[src/rtl/priv_1_12_trap_redirect_ctrl.sv]
// Trap / return redirect controller.
// Captures a trap, mret or sret, freezes the computed target PC, squashes the
// pipeline for FLUSH_CYCLES cycles and then offers the target to fetch.
//
// Handshake: redirect_valid/redirect_pc form a valid/ready source. Once
// redirect_valid rises it stays high and redirect_pc stays constant until a
// cycle in which redirect_valid && redirect_ready; the transfer happens at the
// end of that cycle and the controller is idle in the following cycle.
module priv_1_12_trap_redirect_ctrl #(
    parameter int unsigned XLEN           = 32,
    parameter int unsigned NUM_VEC_CAUSES = 16,
    parameter int unsigned FLUSH_CYCLES   = 2,
    parameter bit          SUPERVISOR     = 1'b1
) (
    input  logic            CLK,
    input  logic            nRST,
    input  logic            trap,
    input  logic            trap_is_intr,
    input  logic [XLEN-2:0] trap_cause,
    input  logic            trap_to_s,
    input  logic            mret,
    input  logic            sret,
    input  logic [XLEN-1:0] mtvec,
    input  logic [XLEN-1:0] stvec,
    input  logic [XLEN-1:0] mepc,
    input  logic [XLEN-1:0] sepc,
    input  logic            redirect_ready,
    output logic            redirect_valid,
    output logic [XLEN-1:0] redirect_pc,
    output logic            flush,
    output logic            busy,
    output logic            overrun,
    output logic [1:0]      state_dbg
);

    typedef enum logic [1:0] {
        S_IDLE     = 2'd0,
        S_FLUSH    = 2'd1,
        S_REDIRECT = 2'd2
    } state_t;

    // A zero-cycle flush still needs a one-bit counter to keep widths legal.
    localparam int unsigned CW = (FLUSH_CYCLES > 0) ? $clog2(FLUSH_CYCLES + 1) : 1;
    localparam logic [CW-1:0]   CNT_LOAD  = CW'(FLUSH_CYCLES);
    localparam logic [XLEN:0]   VEC_LIMIT = (XLEN + 1)'(NUM_VEC_CAUSES);
    localparam logic [XLEN-1:0] TVEC_MASK = {{(XLEN - 2){1'b1}}, 2'b00};
    localparam logic [XLEN-1:0] EPC_MASK  = {{(XLEN - 1){1'b1}}, 1'b0};

    state_t          state, state_next;
    logic [CW-1:0]   cnt, cnt_next;
    logic [XLEN-1:0] pc_next;
    logic [XLEN-1:0] tvec;
    logic [XLEN-1:0] base;
    logic [XLEN-1:0] target;
    logic            vec_hit;
    logic            sret_evt;
    logic            evt;

    // sret only counts as an event when the S-mode path exists.
    assign sret_evt = SUPERVISOR && sret;
    assign evt      = trap || mret || sret_evt;

    // Target PC for the highest-priority event presented this cycle.
    always_comb begin
        tvec    = (SUPERVISOR && trap_to_s) ? stvec : mtvec;
        base    = tvec & TVEC_MASK;
        vec_hit = (tvec[1:0] == 2'b01) && trap_is_intr
                  && ({1'b0, 1'b0, trap_cause} < VEC_LIMIT);
        if (trap) begin
            target = vec_hit ? (base + XLEN'({trap_cause, 2'b00})) : base;
        end else if (mret) begin
            target = mepc & EPC_MASK;
        end else begin
            target = sepc & EPC_MASK;
        end
    end

    // Next-state, counter and latched-target logic.
    always_comb begin
        state_next = state;
        cnt_next   = cnt;
        pc_next    = redirect_pc;
        unique case (state)
            S_IDLE: begin
                if (evt) begin
                    pc_next    = target;
                    cnt_next   = CNT_LOAD;
                    state_next = (FLUSH_CYCLES == 0) ? S_REDIRECT : S_FLUSH;
                end
            end
            S_FLUSH: begin
                if (cnt <= CW'(1)) begin
                    state_next = S_REDIRECT;
                end
                if (cnt != '0) begin
                    cnt_next = cnt - CW'(1);
                end
            end
            S_REDIRECT: begin
                if (redirect_ready) begin
                    state_next = S_IDLE;
                end
            end
            default: begin
                state_next = S_IDLE;
            end
        endcase
    end

    // State, counter, frozen target and overrun pulse registers.
    always_ff @(posedge CLK or negedge nRST) begin
        if (!nRST) begin
            state       <= S_IDLE;
            cnt         <= '0;
            redirect_pc <= '0;
            overrun     <= 1'b0;
        end else begin
            state       <= state_next;
            cnt         <= cnt_next;
            redirect_pc <= pc_next;
            overrun     <= (state != S_IDLE) && evt;
        end
    end

    assign redirect_valid = (state == S_REDIRECT);
    assign flush          = (state != S_IDLE);
    assign busy           = (state != S_IDLE);
    assign state_dbg      = state;

endmodule

[config.mk]
export PLATFORM = sky130hd
export DESIGN_NAME = priv_1_12_trap_redirect_ctrl
export DESIGN_NICKNAME = d
export VERILOG_FILES = /design/src/rtl/priv_1_12_trap_redirect_ctrl.sv
export SDC_FILE = /design/constraint.sdc
export NUM_CORES = 1
export LEC_CHECK = 0
export ABC_AREA = 0
export BUFFER_PORTS_ARGS = -buffer_cell sky130_fd_sc_hd__buf_4
export CORE_MARGIN = 5
export CORE_UTILIZATION = 40
export CTS_BUF_LIST = sky130_fd_sc_hd__clkbuf_8
export DETAILED_ROUTE_END_ITERATION = 8
export PLACE_DENSITY = 0.71
export SYNTH_ARGS = -nofsm -noshare
export SYNTH_HDL_FRONTEND = slang
export SYNTH_SLANG_ARGS = --single-unit
export TNS_END_PERCENT = 1
[constraint.sdc]
create_clock -name CLK -period 1.95 [get_ports CLK]
set_input_delay 0.195 -clock CLK [delete_from_list [all_inputs] [get_ports CLK]]
set_output_delay 0.195 -clock CLK [all_outputs]
set_load 0.01 [all_outputs]
[Word level (Yosys, flattened, before mapping)]
Index checks and enable logic that the tools add are counted.
Widths: inputs -> output; s select.
Word-level totals
  register bits after elaboration: 37
  bits in latches: 0
  memory bits (writable): 0
  bits in read-only memories: 0
  bits of input ports: 167
  word-level logic and storage cells: 38
  memories kept: 0
Operators by class
  add/subtract/negate cells: 2
  multiply operators: 0
  div/mod/pow operators: 0
  magnitude comparators: 2
  eq/ne operators: 7
  shifts and indexed selects: 0
  mux-type cells: 11
  bitwise logic cells: 0
  reduce and logical (&&, ||, !) cells: 12
Operators with widths (number)
  $mux 32: 4
  $add 32x32->32: 1
  $lt 31x5->1 const B: 1
  $mux 2: 5
  $ne 2x2->1 const B: 4
  $pmux 2 s3: 1
  $reduce_and 3->1: 2
  $reduce_bool 2->1: 3
  $eq 2x1->1 const B: 2
  $pmux 2 s2: 1
  $logic_and 1x1->1: 3
  $eq 2x2->1 const B: 1
  $le 2x1->1 const B: 1
  $logic_not 2->1: 1
  $logic_or 1x1->1: 2
  $reduce_and 2->1: 1
  $sub 2x1->2 const B: 1

[Longest topological paths before layout]
  depth in word-level cells: 6
  gate-level depth with buffers: 14
  gate-level depth less buffers: 12

[Least setup slack after synthesis]
Ideal clock, no wire load.
  kind: input to register
  start point: input trap_to_s
  end point: register redirect_pc[31]
  library setup time: 92 ps
  arrival: 3320 ps
  data required time: 1858 ps
  setup slack: -1462 ps
  cell stages on the path: 13
  buffers on the path: 2
  cell sequence: buf_1 buf_1 mux2_2 ha_1 and3_4 and4_1 a32oi_1 a31oi_1 o41ai_2 o41ai_2 xnor2_1 o21a_1 o31ai_2
On the way
  longest elaborated chain between the ends: 6
  elaborated cells on any way between the ends: 7
  those cells by class: 1 x add/sub; 1 x eq/ne; 3 x mux; 2 x reduce/logical
RTL lines
  start, declared: line 20  | input logic trap_to_s,
  $mux 32 (*): line 65  | tvec = (SUPERVISOR && trap_to_s) ? stvec : mtvec;
  parallel branches: the longest is 3 deep, another holds $add 32x32->32
  $mux 32 (*): line 70  | target = vec_hit ? (base + XLEN'({trap_cause, 2'b00})) : base;
  $mux 32 (*): line 69  | if (trap) begin
  end signal, assigned: line 120  | redirect_pc <= pc_next;
  end, declared: line 29  | output logic [XLEN-1:0] redirect_pc,
Mark *: on every way between the ends.
A chain may end at the register's enable or synchronous reset.

[Worst setup path after layout]
  start point: input trap_to_s
  end point: register redirect_pc[26]
The elaborated chain is that of the path after synthesis.

==> metrics.yaml <==
clock_network:
  cts.sinks: 36
  clk_latency_ns: 0.29
  numCtsBuffers: 5
  clk_pin_slew_ns: 0.08
  cts_buffer_depth: 2
  clockRootBuffer: "clkbuf_8"
  htreeDepth: 2
  cts_tree: "done"
finish:
  drive_gt1_frac: 0.523
  area_growth_pct: 77.6
  nets: 1054
  final_core_util: 0.729
  n_antenna_cell: 0
setup_path:
  r2r_setup_slack_ns: 0.27
  cp.arrival_ns: 2.79
  cp.required_ns: 2.11
  cp-start-kind: "primary input"
  crit_path_end_kind: "flop"
  setup.worst_path.class: "primary input to flop"
  path_max_fanout: 6
timing:
  finalMaxSlewViolations: 0
  post-route-min-period_ns: 2.62
  fmax_ghz: 0.381
  period_share: 1.35
  fin_ws_ns: -0.673
  hold_violations: 0
  fin_skew_ns: 0.00719
  rsz0062_at_grt: "true"
  finalSetupViolations: 26
run_status:
  status: "complete, but fails checks"
  violations: "negative setup slack"
floorplanning:
  ioPinCount: 205
  fp.coreArea_sq_um: 10400
  start_util: 0.411
  rows: 37
  die_w_um: 113
  die_h_um: 113
  fp.dieArea_sq_um: 12800
power_and_ir_drop:
  p_leak_uw: 0.00362
  power.share.sequential: 0.251
  power.total_uw: 5430
  sw_frac_of_total: 0.415
  power.density_nw_per_um2: 718
  pwr-share-comb: 0.649
  p_int_uw: 3180
  pwr-share-clk: 0.100
  max-vdd-ir-drop_mv: 0.467
  power_switching_uw: 2250
drt:
  antenna_left: 0
  post_drt_wl_per_cell_um: 18.5
  drt_iter0_drc: 253
  drc: 0
  num_vias: 5448
  first_pass_iters: 5
  drt-total-wl_um: 18300
  vias_per_cell: 5.49
flow_run:
  cap_violations: 0
synthesis:
  synth_fp_nets: 740
  seq_area_frac_synth: 0.212
  yosysWarnings: 0
  synthTopCellsByArea: "dfrtp_1 21%, ha_1 9.1%, mux2_2 8.2%"
  synthFlopType: "dfrtp_1"
  synth_seq_cells: 36
  synth.most_common_cell: "a21oi_1"
  synth_top_cell_by_area: "dfrtp_1"
  synthTopCellsByCount: "63 x a21oi_1, 45 x nand2_1, 40 x o21ai_0, 39 x nor2_1, 36 x dfrtp_1"
  async_flop_share: 1.00
  synth_edf_count: 0
  yosysTopAreaCellShare: 0.212
  syn_inst: 541
  avgSynthCellArea_sq_um: 7.87
  syn-cell-area_sq_um: 4260
  yosysUniqueCellTypes: 57
global_routing:
  antenna_found_initial: 0
  track_usage: 0.269
  grt_max_degree: 47
  grt_pass1_vias: 5403
  grt_pass1_wl_um: 27900
  grt_overflow_total: 0
placement:
  io_buffers: 201
  gp_congestion: 1.00
  hpwlAfterDp_um: 14500
min_path:
  hold_class: "primary input to flop"
==> stage by stage <==
stage	worst slack, ns	setup TNS [ns]	instances	cell area [sq um]	hold WS [ns]
after floorplan	-0.744	-11.91	541	4360	-0.101
after global placement	-1.10	-23.70	976	6910	0.180
after detailed placement	-1.12	-25.14	976	6910	0.188
after CTS	-0.738	-10.10	990	7420	0.150
after global routing	-0.769	-13.73	992	7560	0.175
final	-0.673	-11.53	992	7560	0.159
==> worst max-delay path: stages <==
cell	delay (ns)
buf_12	0.13
mux2_4	0.31
ha_4	0.17
fa_2	0.37
a21oi_4	0.18
o21ai_2	0.09
nand4_1	0.20
a21oi_2	0.10
o31a_1	0.27
o211a_1	0.25
or3_1	0.33
a21oi_2	0.13
o41ai_1	0.07
==> sequential cells by signal (all words and copies together), names as in the netlist <==
name / count
overrun: 1
cnt: 2
redirect_pc: 31
state_dbg: 2
==> logic make-up (layout without fill, tap and decap cells) <==
| family | after synthesis | after routing | synth area share |
|---|---|---|---|
| compound gates | 174 | 174 | 0.257 |
| xor+xnor | 21 | 21 | 0.0432 |
| fa+ha+maj | 32 | 32 | 0.0958 |
| buf+inv | 48 | 363 | 0.0441 |
| flops | 36 | 36 | 0.212 |
| mux | 63 | 63 | 0.157 |
| other cells | 1 | 1 | 0.000880 |
| simple gates | 166 | 166 | 0.190 |
==> path summary, 6_finish.rpt <==
path / start / to / cells past startpoint
worst max-delay path: trap_to_s / redirect_pc[26] / 13
worst min-delay path: sret / overrun / 3
worst max register to register: state_dbg[0] / redirect_pc[30] / 7
worst min register to register: redirect_pc[13] / redirect_pc[13] / 2
max in group asynchronous: nRST / redirect_pc[1] / 2
min in group asynchronous: nRST / state_dbg[0] / 2
==> power by group through the flow <==
| stage | logic, uW | clock network [uW] | registers, uW |
|---|---|---|---|
| global placement | 3160 | 0 | 1360 |
| detailed placement | 3240 | 0 | 1380 |
| global route | 3810 | 581 | 1400 |
| floorplan | 1470 | 0 | 1480 |
| finish | 3530 | 543 | 1360 |
| CTS | 3410 | 551 | 1360 |
==> cell type report <==
class,count,area (sq um)
multi-input cells,457,3700
fillers,805,2810
repair buffers,340,2640
flip-flops and latches,36,901
well taps,136,170
clock buffers,5,68.8
inverters,15,56.3
clock inverters,3,18.8
==> cell usage in the layout, fill, tap and decap left out, drive strengths merged, types with 4 or more instances in the layout <==
master    n
nor2b    11
inv      15
o21bai    6
clkbuf    5
buf     339
nor2     39
ha       31
nand2b    5
a21o     15
o41ai     5
nor3     25
dfrtp    36
o31ai     5
a21oi    63
nand3    13
nand4     4
a31oi     4
a211oi   12
mux2i    32
mux2     31
nor3b     4
xor2      9
nor4      9
o21ai    41
nand2    45
xnor2    12
==> routing by layer <==
layer | GRT usage | wire, um | vias to the layer above
li1 | - | - | 2634
met2 | 0.457 | 8810 | 238
met1 | 0.356 | 7810 | 2544
met3 | 0.0422 | 1270 | 32
met5 | 0 | 0 | -
met4 | 0.0689 | 433 | 0
==> repair_timing <==
item	4_1_cts	5_1_grt
pin swaps	24	21
endpoints found under the hold margin	36	0
setup endpoints to repair	29	29
cloned	1	0
resized for setup	69	34
hold buffers	1	0
setup buffers	5	3
Power figures use the tool's default switching activity.
